### config.mk
export PLATFORM = sky130hd
export DESIGN_NAME = demux_1_to_2_flat
export DESIGN_NICKNAME = d
export VERILOG_FILES = /design/src/rtl/demux_1_to_2_if.sv /design/src/rtl/demux_1_to_2.sv /design/src/flat_wrapper.sv
export SDC_FILE = /design/constraint.sdc
export NUM_CORES = 1
export LEC_CHECK = 0
export CAP_MARGIN = 20
export CORE_UTILIZATION = 30
export DETAILED_ROUTE_END_ITERATION = 6
export GPL_ROUTABILITY_DRIVEN = 0
export SLEW_MARGIN = 20
export SYNTH_ARGS = -nofsm -noshare
export SYNTH_HDL_FRONTEND = slang
export SYNTH_SLANG_ARGS = --single-unit
### constraint.sdc
create_clock -name i_clk -period 4.1 [get_ports i_clk]
set_input_delay 0.41 -clock i_clk [delete_from_list [all_inputs] [get_ports i_clk]]
set_output_delay 0.41 -clock i_clk [all_outputs]
set_load 0.1 [all_outputs]
### src/rtl/demux_1_to_2_if.sv
// Stream bundle for the 1-to-2 demux: one keyed producer port and two consumer ports.
// The demux takes the slave side; a producer/consumer model takes the master side.
interface demux_1_to_2_if #(
  parameter int DATA_WIDTH = 32,
  parameter int FIFO_DEPTH = 2
);
  localparam int CNT_WIDTH = $clog2(FIFO_DEPTH) + 1;

  logic                  i_key;
  logic [DATA_WIDTH-1:0] i_val;
  logic                  i_vld;
  logic                  o_rdy;
  logic [DATA_WIDTH-1:0] o_val_a;
  logic                  o_vld_a;
  logic                  i_rdy_a;
  logic [DATA_WIDTH-1:0] o_val_b;
  logic                  o_vld_b;
  logic                  i_rdy_b;
  logic [CNT_WIDTH-1:0]  o_cnt_a;
  logic [CNT_WIDTH-1:0]  o_cnt_b;

  modport slave (
    input  i_key, i_val, i_vld, i_rdy_a, i_rdy_b,
    output o_rdy, o_val_a, o_vld_a, o_val_b, o_vld_b, o_cnt_a, o_cnt_b
  );

  modport master (
    output i_key, i_val, i_vld, i_rdy_a, i_rdy_b,
    input  o_rdy, o_val_a, o_vld_a, o_val_b, o_vld_b, o_cnt_a, o_cnt_b
  );
endinterface

### src/rtl/demux_1_to_2.sv
// Registered 1-to-2 demux: each word lands in a per-output FIFO, visible the cycle after accept.
// Backpressure: o_rdy drops only when the keyed FIFO is full; each output stalls independently.
module demux_1_to_2_fifo #(
  parameter int DATA_WIDTH = 32,
  parameter int DEPTH      = 2,
  localparam int CNT_WIDTH = $clog2(DEPTH) + 1
) (
  input  logic                  clk_i,
  input  logic                  rst_i,
  input  logic                  push_i,
  input  logic [DATA_WIDTH-1:0] push_dat_i,
  input  logic                  pop_i,
  output logic [DATA_WIDTH-1:0] head_dat_o,
  output logic                  head_vld_o,
  output logic                  full_o,
  output logic [CNT_WIDTH-1:0]  cnt_o
);
  localparam int PTR_W = $clog2(DEPTH);

  logic [DATA_WIDTH-1:0] mem_q [DEPTH];
  logic [PTR_W-1:0]      rd_ptr_q, rd_ptr_d;
  logic [PTR_W-1:0]      wr_ptr_q, wr_ptr_d;
  logic [CNT_WIDTH-1:0]  cnt_q, cnt_d;
  logic                  push_en;
  logic                  pop_en;

  assign head_vld_o = (cnt_q != '0);
  assign full_o     = (cnt_q == CNT_WIDTH'(DEPTH));
  assign cnt_o      = cnt_q;
  // Empty FIFOs present zero rather than stale storage.
  assign head_dat_o = head_vld_o ? mem_q[rd_ptr_q] : '0;

  assign push_en = push_i && !full_o;
  assign pop_en  = pop_i && head_vld_o;

  always_comb begin
    rd_ptr_d = rd_ptr_q;
    wr_ptr_d = wr_ptr_q;
    cnt_d    = cnt_q;
    if (push_en) wr_ptr_d = wr_ptr_q + PTR_W'(1);
    if (pop_en)  rd_ptr_d = rd_ptr_q + PTR_W'(1);
    if (push_en && !pop_en) cnt_d = cnt_q + CNT_WIDTH'(1);
    if (pop_en && !push_en) cnt_d = cnt_q - CNT_WIDTH'(1);
  end

  always_ff @(posedge clk_i) begin
    if (rst_i) begin
      rd_ptr_q <= '0;
      wr_ptr_q <= '0;
      cnt_q    <= '0;
    end else begin
      rd_ptr_q <= rd_ptr_d;
      wr_ptr_q <= wr_ptr_d;
      cnt_q    <= cnt_d;
    end
  end

  always_ff @(posedge clk_i) begin
    if (push_en && !rst_i) mem_q[wr_ptr_q] <= push_dat_i;
  end
endmodule

module demux_1_to_2 #(
  parameter int DATA_WIDTH = 32,
  parameter int FIFO_DEPTH = 2
) (
  input  logic           i_clk,
  input  logic           i_rst,
  demux_1_to_2_if.slave  bus
);
  logic full_a;
  logic full_b;
  logic push_a;
  logic push_b;

  // Ready looks only at the keyed FIFO's registered fill; no full-pass-through on same-cycle pop.
  assign bus.o_rdy = bus.i_key ? !full_b : !full_a;
  assign push_a    = bus.i_vld && bus.o_rdy && !bus.i_key;
  assign push_b    = bus.i_vld && bus.o_rdy &&  bus.i_key;

  demux_1_to_2_fifo #(
    .DATA_WIDTH (DATA_WIDTH),
    .DEPTH      (FIFO_DEPTH)
  ) u_fifo_a (
    .clk_i      (i_clk),
    .rst_i      (i_rst),
    .push_i     (push_a),
    .push_dat_i (bus.i_val),
    .pop_i      (bus.i_rdy_a),
    .head_dat_o (bus.o_val_a),
    .head_vld_o (bus.o_vld_a),
    .full_o     (full_a),
    .cnt_o      (bus.o_cnt_a)
  );

  demux_1_to_2_fifo #(
    .DATA_WIDTH (DATA_WIDTH),
    .DEPTH      (FIFO_DEPTH)
  ) u_fifo_b (
    .clk_i      (i_clk),
    .rst_i      (i_rst),
    .push_i     (push_b),
    .push_dat_i (bus.i_val),
    .pop_i      (bus.i_rdy_b),
    .head_dat_o (bus.o_val_b),
    .head_vld_o (bus.o_vld_b),
    .full_o     (full_b),
    .cnt_o      (bus.o_cnt_b)
  );
endmodule

### src/flat_wrapper.sv
// flat-port wrapper written by rule: the top's interface ports become plain ports
module demux_1_to_2_flat 
#(
  parameter int DATA_WIDTH = 32,
  parameter int FIFO_DEPTH = 2
)
  (i_clk, i_rst, bus_i_key, bus_i_val, bus_i_vld, bus_i_rdy_a, bus_i_rdy_b, bus_o_rdy, bus_o_val_a, bus_o_vld_a, bus_o_val_b, bus_o_vld_b, bus_o_cnt_a, bus_o_cnt_b);
  demux_1_to_2_if #(.DATA_WIDTH(DATA_WIDTH), .FIFO_DEPTH(FIFO_DEPTH)) bus_i ();
  input  logic i_clk;
  input  logic i_rst;
  input wire logic [$bits(bus_i.i_key)-1:0] bus_i_key;
  input wire logic [$bits(bus_i.i_val)-1:0] bus_i_val;
  input wire logic [$bits(bus_i.i_vld)-1:0] bus_i_vld;
  input wire logic [$bits(bus_i.i_rdy_a)-1:0] bus_i_rdy_a;
  input wire logic [$bits(bus_i.i_rdy_b)-1:0] bus_i_rdy_b;
  output wire logic [$bits(bus_i.o_rdy)-1:0] bus_o_rdy;
  output wire logic [$bits(bus_i.o_val_a)-1:0] bus_o_val_a;
  output wire logic [$bits(bus_i.o_vld_a)-1:0] bus_o_vld_a;
  output wire logic [$bits(bus_i.o_val_b)-1:0] bus_o_val_b;
  output wire logic [$bits(bus_i.o_vld_b)-1:0] bus_o_vld_b;
  output wire logic [$bits(bus_i.o_cnt_a)-1:0] bus_o_cnt_a;
  output wire logic [$bits(bus_i.o_cnt_b)-1:0] bus_o_cnt_b;
  assign bus_i.i_key = bus_i_key;
  assign bus_i.i_val = bus_i_val;
  assign bus_i.i_vld = bus_i_vld;
  assign bus_i.i_rdy_a = bus_i_rdy_a;
  assign bus_i.i_rdy_b = bus_i_rdy_b;
  assign bus_o_rdy = bus_i.o_rdy;
  assign bus_o_val_a = bus_i.o_val_a;
  assign bus_o_vld_a = bus_i.o_vld_a;
  assign bus_o_val_b = bus_i.o_val_b;
  assign bus_o_vld_b = bus_i.o_vld_b;
  assign bus_o_cnt_a = bus_i.o_cnt_a;
  assign bus_o_cnt_b = bus_i.o_cnt_b;
  demux_1_to_2 #(.DATA_WIDTH(DATA_WIDTH), .FIFO_DEPTH(FIFO_DEPTH)) u_core (.i_clk(i_clk), .i_rst(i_rst), .bus(bus_i));
endmodule
==> metrics.cfg, run 1 <==
[grt]
grt_max_degree = 34
grt_overflow = 0
grt_util_met2_pct = 20.8
busiest_layer = met2
grt_pass1_vias = 3126
grt_util_met1_pct = 15.6
grtUsageTotal_pct = 12.8
grt_util_met3_pct = 3.94
grt_pass1_wl_um = 16800
antenna_found_initial = 0

[sta]
finClkSkew_ns = 0.00665
final.setup.tns_ns = 0
finalSetupViolCount = 0
slew_viol_final = 0
fmax_mhz = 293
rsz0062_at_grt = no
period_share_pct = 83.1
timing.final.crit_period_ns = 3.41
slew_headroom_pct = 31.9
tightest_slew_ns = 1.02
hold_viol_final = 0

[clock_network]
htreeDepth = 4
tritoncts = built
clkSinkCount = 138
numCtsBuffers = 17
post_cts_resized = 0
clkTransAtPathRegs_ns = 0.06
clkLatencyLatePin_ns = 0.42
cts_buffer_depth = 2
clockRootBuffer = clkbuf_16
post-cts-setup-buffer-count = 0
hold_buffers = 0

[placed_design]
dp_hpwl_um = 7010
io_buffers = 108
place_area_mm2 = 0.00664

[detailed_routing]
num_vias = 3015
wl_per_cell_um = 16.0
via_per_inst = 4.41
drc = 0
drtIter0Drc = 124
postRouteAntennaNets = 0
first_pass_iters = 6
wl_um = 11000

[floorplanning]
die_h_um = 135
num_io_pins = 109
initial_core_util_pct = 30.6
die_width_um = 135
dieArea_mm2 = 0.0181
core.rowCount = 48
core_mm2 = 0.0172

[setup_path]
slowest_delay_ns = 1.16
required_ns = 3.69
critical_path_class = register to output port
crit_slowest_cell = clkdlybuf4s50_1
crit_family = buffers and inverters
startpoint_type = register
r2r_setup_slack_ns = 1.96
worstPathArrival_ns = 3.00
worst_setup_path_end_kind = output port
path_cells = buf_4, mux2i_1, nor2_1, clkdlybuf4s50_1
critical_path.max_fanout = 17
cp.buffers_inverters = 2

[synthesis]
avgSynthCellArea_um2 = 16.1
syn-instance-count = 327
synth_cell_types = 23
synth-seq-area-share_pct = 76.6
synthesis.nets = 367
ys_warn_count = 0
synth.ff_latch_count = 138
syn-cell-area_mm2 = 0.00528

[worst_hold_path]
hold_path.class = register to register

[finish]
utilization_pct = 42.0
fillers = 1535
syn_to_final_growth_pct = 37.3
antennaDiodeCount = 0
final_common_cell = edfxtp_1
final_area_mm2 = 0.00725
finalNetCount = 485
drive_above_1_share_pct = 9.83
layout_common_cells = edfxtp_1, clkdlybuf4s50_1, nor2_1

[outcome]
outcome = finished, final reports clean

[job]
maxCapViolCount = 0

-- through the flow --
| stage | hold slack [ns] | setup slack (ns) | instances |
|---|---|---|---|
| CTS | 0.492 | 0.640 | 683 |
| global route | 0.515 | 0.567 | 683 |
| floorplan | 0.426 | 0.0445 | 327 |
| finish | 0.494 | 0.691 | 683 |
| detailed placement | 0.478 | 1.09 | 651 |
| global placement | 0.472 | 1.12 | 651 |
-- worst paths after layout --
path | cells after the start | end | start
worst min register to register | 1 | u_core.u_fifo_b.wr_ptr_q | u_core.u_fifo_b.wr_ptr_q
worst max-delay path | 4 | bus_o_val_b[0] | register
worst max register to register | 4 | u_core.u_fifo_b.mem_q[1][10] | u_core.u_fifo_b.cnt_o[0]
worst min-delay path | 1 | u_core.u_fifo_b.wr_ptr_q | u_core.u_fifo_b.wr_ptr_q
-- cells by family after synthesis --
family          count (synthesis)  share of synthesized area, %
buf+inv                        21                          1.97
compound gates                  8                         0.925
simple gates                   87                          6.66
flops                         138                          76.6
mux                            65                          12.4
xor+xnor                        6                         0.996
fa+ha+maj                       2                         0.474
-- layer usage --
layer / wire length (um) / vias up / part of all wire [%]
li1: - / 1433 / -
met1: 4890 / 1476 / 45
met2: 5390 / 91 / 49
met3: 470 / 15 / 4.3
met4: 204 / 0 / 1.9
met5: 0 / - / 0
-- state kept, by name, indices dropped and copies added, names as in the netlist, named ones only --
name / flops
u_core.u_fifo_b.rd_ptr_q: 1
u_core.u_fifo_b.mem_q: 64
u_core.u_fifo_a.cnt_o: 2
u_core.u_fifo_a.mem_q: 64
u_core.u_fifo_a.rd_ptr_q: 1
u_core.u_fifo_b.wr_ptr_q: 1
u_core.u_fifo_b.cnt_o: 2
u_core.u_fifo_a.wr_ptr_q: 1
-- Yosys cell counts --
| master | number | area (um2) |
|---|---|---|
| nand3b_1 | 1 | 7.51 |
| nor2_1 | 76 | 285 |
| dfxtp_1 | 10 | 200 |
| inv_1 | 6 | 22.5 |
| buf_2 | 11 | 55.1 |
| edfxtp_1 | 128 | 3840 |
| mux2i_1 | 64 | 641 |
| xnor2_1 | 2 | 17.5 |
| and3_1 | 1 | 6.26 |
| buf_4 | 3 | 22.5 |
| nor2b_1 | 2 | 12.5 |
| nand2b_1 | 2 | 12.5 |
| clkbuf_1 | 1 | 3.75 |
| o2bb2ai_1 | 1 | 8.76 |
| or3_1 | 2 | 12.5 |
| nor3_1 | 1 | 5.00 |
| mux2_2 | 1 | 11.3 |
| a32o_1 | 1 | 10.0 |
| a21oi_1 | 2 | 10.0 |
| o21ai_0 | 4 | 20.0 |
| nand3_1 | 2 | 10.0 |
| xor2_1 | 4 | 35.0 |
| ha_1 | 2 | 25.0 |
-- layout make-up --
type,count,area [um2],share of cell area (%)
well taps,225,282,3.89
flip-flops and latches,138,4050,55.8
inverters,6,22.5,0.311
repair buffers,114,1120,15.5
multi-input cells,168,1170,16.1
clock buffers,18,429,5.92
clock inverters,14,179,2.47
-- worst register-to-register path: stages, from the launching register on --
cell,delay (ns)
dfxtp_1,0.47
nand2b_1,0.19
nand3_1,0.21
nor2_4,0.51
buf_4,0.42
Power of run 1 is left out: the tool's default activity adds up to more than one toggle a clock period on the data nets, which glitch-free logic cannot reach.
==> run 2, diff against run 1 <==
Clock period 4.1 ns to 2.9 ns, I/O delays scaled along.
==> run 2 against run 1 <==
Register-to-register slack worse by 0.91 ns; setup slack worse by 0.17 ns; first-iteration DRC count is 12% higher; utilization grew 0.11 points; worst hold slack improved by 0.0093 ns; count of clock-buffer cells in the layout increased by 6; critical path type unchanged; critical endpoint is now bus_o_val_b[28].
==> metrics.cfg, run 2 (synthesis gave the netlist of run 1 again) <==
[clock_network]
tritoncts = built
clkLatencyLatePin_ns = 0.41  ; about the same
cts_buffer_depth = 2  ; unchanged
hold_buffers = 0  ; unchanged
clkTransAtPathRegs_ns = 0.05  ; about the same
htreeDepth = 4  ; unchanged
post_cts_resized = 0  ; unchanged
numCtsBuffers = 17  ; unchanged
clockRootBuffer = clkbuf_16
clkSinkCount = 138  ; unchanged
post-cts-setup-buffer-count = 0  ; unchanged

[placed_design]
io_buffers = 108  ; unchanged
dp_hpwl_um = 7560  ; +7.9%
place_area_mm2 = 0.00671  ; +1.1%

[setup_path]
required_ns = 2.61  ; -1.08 ns
path_cells = buf_4, mux2i_1, nor2_2, buf_4
startpoint_type = register
cpMostUsedCell = buf_4
worst_setup_path_end_kind = output port
critical_path_class = register to output port
ff2ff_path_depth = 5  ; +1
critical_path.max_fanout = 17  ; unchanged
slowest_delay_ns = 0.65  ; -0.51 ns
worstPathArrival_ns = 2.09  ; -0.91 ns
crit_slowest_cell = dfxtp_2

[floorplanning]
initial_core_util_pct = 30.6  ; unchanged
dieArea_mm2 = 0.0181  ; unchanged
core_mm2 = 0.0172  ; unchanged
die_width_um = 135  ; unchanged
core.rowCount = 48  ; unchanged
num_io_pins = 109  ; unchanged
die_h_um = 135  ; unchanged

[detailed_routing]
wl_um = 11200  ; +1.8%
drtIter0Drc = 139  ; +12%
postRouteAntennaNets = 0  ; unchanged
wl_per_cell_um = 16.2  ; +0.89%
via_per_inst = 4.40  ; -0.41%
num_vias = 3029  ; +0.46%
first_pass_iters = 4  ; -2
drc = 0  ; unchanged

[grt]
antenna_found_initial = 0  ; unchanged
grt_max_degree = 22  ; -35%
grt_pass1_wl_um = 17300  ; +3.2%
grt_pass1_vias = 3175  ; +1.6%
grtUsageTotal_pct = 12.9  ; +0.15 points
grt_overflow = 0  ; unchanged

[finish]
drive_above_1_share_pct = 38.4  ; +29 points
fillers = 1549  ; +0.91%
layout_common_cells = edfxtp_1, buf_4, mux2i_1
finalNetCount = 491  ; +1.2%
multiInputGateArea_mm2 = 0.00132  ; +13%
top_regs = u_core.u_fifo_a.mem_q x64, u_core.u_fifo_b.mem_q x64
final_common_cell = edfxtp_1
regArea_mm2 = 0.00405  ; unchanged
antennaDiodeCount = 0  ; unchanged
final_area_mm2 = 0.00726  ; +0.26%
syn_to_final_growth_pct = 37.6
utilization_pct = 42.1  ; +0.11 points

[sta]
period_share_pct = 81.9
slew_headroom_pct = 54.7  ; +23 points
finClkSkew_ns = 0.00826  ; +0.00161 ns
timing.final.crit_period_ns = 2.38
slew_viol_final = 0  ; unchanged
tightest_slew_ns = 0.678  ; -0.340 ns
final.setup.tns_ns = 0  ; unchanged
hold_viol_final = 0  ; unchanged
rsz0062_at_grt = no
fmax_mhz = 421
finalSetupViolCount = 0  ; unchanged

[worst_hold_path]
hold_path.class = register to register
hold_depth = 2  ; +1

[outcome]
outcome = finished, final reports clean

[job]
maxCapViolCount = 0  ; unchanged

run 2: cell count changes in the layout (fill, tap and decap cells not counted), moves of 4 or more:
| cell | previous run | this run |
|---|---|---|
| buf_12 | 0 | 4 |
| clkdlybuf4s50_1 | 106 | 37 |
| nor2_1 | 72 | 14 |
| nor2_2 | 0 | 58 |
| buf_4 | 8 | 79 |
run 2: cell type report:
| cell class | instances | share of cell area, % |
|---|---|---|
| sequential | 138 | 55.7 |
| timing repair buffer | 120 | 14.4 |
| clock inverter | 8 | 0.982 |
| tap | 225 | 3.88 |
| clock buffer | 24 | 6.63 |
| inverter | 6 | 0.310 |
| multi-input combinational | 168 | 18.1 |
run 2: final timing paths:
path,start,endpoint,slack (ns)
worst min-delay path,u_core.u_fifo_a.rd_ptr_q,register,0.50
worst max-delay path,register,bus_o_val_b[28],0.52
worst max register to register,u_core.u_fifo_a.cnt_o[0],u_core.u_fifo_a.cnt_o[1],1.05
worst min register to register,u_core.u_fifo_a.rd_ptr_q,register,0.50
run 2: stage by stage:
stage	worst slack, ns	instances	hold slack, ns
floorplan	-0.273	327	0.389
global placement	0.871	657	0.490
detailed placement	0.841	657	0.492
CTS	0.477	689	0.506
global route	0.399	689	0.513
finish	0.524	689	0.503
run 2: layer usage:
metal	vias up	routed length [um]	global-route usage, %
met3	6	540	3.90
met1	1492	4850	15.5
met2	81	5680	21.8
li1	1450	-	-
met4	0	74	4.87
met5	-	0	0
run 2: worst max-delay path, delay by kind of cell, from the launching register on:
family,cells,cell delay [ns]
AND/OR/NAND/NOR,1,0.05
buffers and inverters,2,0.63
multiplexers,1,0.34
flip-flops,1,0.65
Power of run 2 is left out for the same reason.
==> run 3, diff against run 2 <==
Clock period 2.9 ns to 1.95 ns, I/O delays scaled along.
==> run 3 against run 2 <==
Worst hold slack got worse by 0.078 ns; non-clock buffer count up 6; setup slack got worse by 0.42 ns; sequential cell count did not move; routed wire length hardly changed; die area unchanged; global-route usage rose by 0.44 points; register-to-register slack lost 0.76 ns; cell count rose by 0.73%; critical path type unchanged.
==> metrics.cfg, run 3 (synthesis gave the netlist of run 1 again) <==
[job]
maxCapViolCount = 0  ; unchanged

[clock_network]
clkSinkCount = 138  ; unchanged
htreeDepth = 4  ; unchanged
post-cts-setup-buffer-count = 0  ; unchanged
numCtsBuffers = 17  ; unchanged
clkTransAtPathRegs_ns = 0.06  ; about the same
post_cts_resized = 0  ; unchanged
cts_buffer_depth = 2  ; unchanged
tritoncts = built
clockRootBuffer = clkbuf_16
clkLatencyLatePin_ns = 0.41  ; about the same
hold_buffers = 0  ; unchanged

[sta]
finClkSkew_ns = 0.00662  ; -0.00164 ns
slew_viol_final = 0  ; unchanged
timing.final.crit_period_ns = 1.85
rsz0062_at_grt = no
tightest_slew_ns = 0.472  ; -0.206 ns
fmax_mhz = 541
hold_viol_final = 0  ; unchanged
period_share_pct = 94.8
slew_headroom_pct = 68.5  ; +14 points
finalSetupViolCount = 0  ; unchanged

[grt]
grt_util_met2_pct = 22.3  ; +0.46 points
grt_util_met1_pct = 15.8  ; +0.27 points
grt_util_met3_pct = 4.17  ; +0.26 points
grt_max_degree = 33  ; +50%
grt_pass1_wl_um = 17700  ; +1.8%
grtUsageTotal_pct = 13.4  ; +0.44 points
antenna_found_initial = 0  ; unchanged
busiest_layer = met2
grt_pass1_vias = 3291  ; +3.7%
grt_overflow = 0  ; unchanged

[detailed_routing]
postRouteAntennaNets = 0  ; unchanged
first_pass_iters = 4  ; unchanged
via_per_inst = 4.41  ; +0.36%
wl_per_cell_um = 16.1  ; -0.69%
wl_um = 11200  ; about the same
drtIter0Drc = 90  ; -35%
num_vias = 3062  ; +1.1%
drc = 0  ; unchanged

[setup_path]
worst_setup_path_end_kind = output port
critical_path.max_fanout = 16  ; -1
critical_path_class = register to output port
path_cells = nor2_4, buf_4, nor2_2, buf_12
r2r_start = u_core.u_fifo_a.cnt_o[0]
crit_family = buffers and inverters
slowest_delay_ns = 0.41  ; -0.24 ns
r2r_setup_slack_ns = 0.29  ; -0.76 ns
required_ns = 1.75  ; -0.86 ns
critPathLaunch = u_core.u_fifo_a.cnt_o[1]
worstPathArrival_ns = 1.65  ; -0.44 ns
cp.buffers_inverters = 2  ; unchanged
startpoint_type = register
crit_slowest_cell = buf_4

[floorplanning]
initial_core_util_pct = 30.6  ; unchanged
core_mm2 = 0.0172  ; unchanged
core.rowCount = 48  ; unchanged
die_width_um = 135  ; unchanged
die_h_um = 135  ; unchanged
dieArea_mm2 = 0.0181  ; unchanged
num_io_pins = 109  ; unchanged

[finish]
syn_to_final_growth_pct = 62.9
fillers = 1371  ; -11%
finalNetCount = 497  ; +1.2%
antennaDiodeCount = 0  ; unchanged
drive_above_1_share_pct = 41.6  ; +3.2 points
top_regs = u_core.u_fifo_a.mem_q x64, u_core.u_fifo_b.mem_q x64
utilization_pct = 49.9  ; +7.7 points
final_common_cell = edfxtp_1
layout_common_cells = edfxtp_1, buf_12, mux2i_1

[worst_hold_path]
hold_path.class = input pin to register
worstHoldStart = bus_i_val[14]

[placed_design]
io_buffers = 108  ; unchanged
dp_hpwl_um = 7880  ; +4.2%

[outcome]
outcome = finished, final reports clean

## run 3: stage by stage
stage	setup TNS [ns]	cell area (um2)	cells	worst slack [ns]	hold WS, ns
after floorplan	-7.08	5780	327	-0.218	0.294
after global placement	0	8020	663	0.0639	0.495
after detailed placement	0	8020	663	0.0575	0.494
after CTS	0	8600	694	0.0364	0.412
after global routing	0	8600	694	0.00789	0.424
final	0	8600	694	0.101	0.425
## run 3: final timing paths
kind	to	cells after the start
max	bus_o_val_a[27]	4
min	u_core.u_fifo_a.mem_q[1][14]	1
max reg2reg	u_core.u_fifo_a.cnt_o[1]	6
min reg2reg	register	2
## run 3: cell type report
class	instances	area (um2)	share of cell area [%]
flip-flops and latches	138	4060	47.2
clock inverters	13	151	1.76
multi-input cells	168	1620	18.9
clock buffers	18	429	4.99
well taps	225	282	3.27
repair buffers	126	2030	23.6
inverters	6	30.0	0.349
## run 3: layer usage
metal / routed length [um] / part of all wire [%] / vias to the layer above
met5: 0 / 0 / -
li1: - / - / 1471
met2: 5750 / 52 / 87
met1: 4630 / 42 / 1484
met3: 548 / 4.9 / 20
met4: 229 / 2.1 / 0
## run 3: worst register-to-register path, stage by stage (launching register included)
cell and delay, ns:
dfxtp_4 0.39, nand2b_1 0.16, nand3b_1 0.18, ha_1 0.27, xnor2_1 0.13, or3_1 0.31, a21oi_1 0.15
Power of run 3 is left out for the same reason.
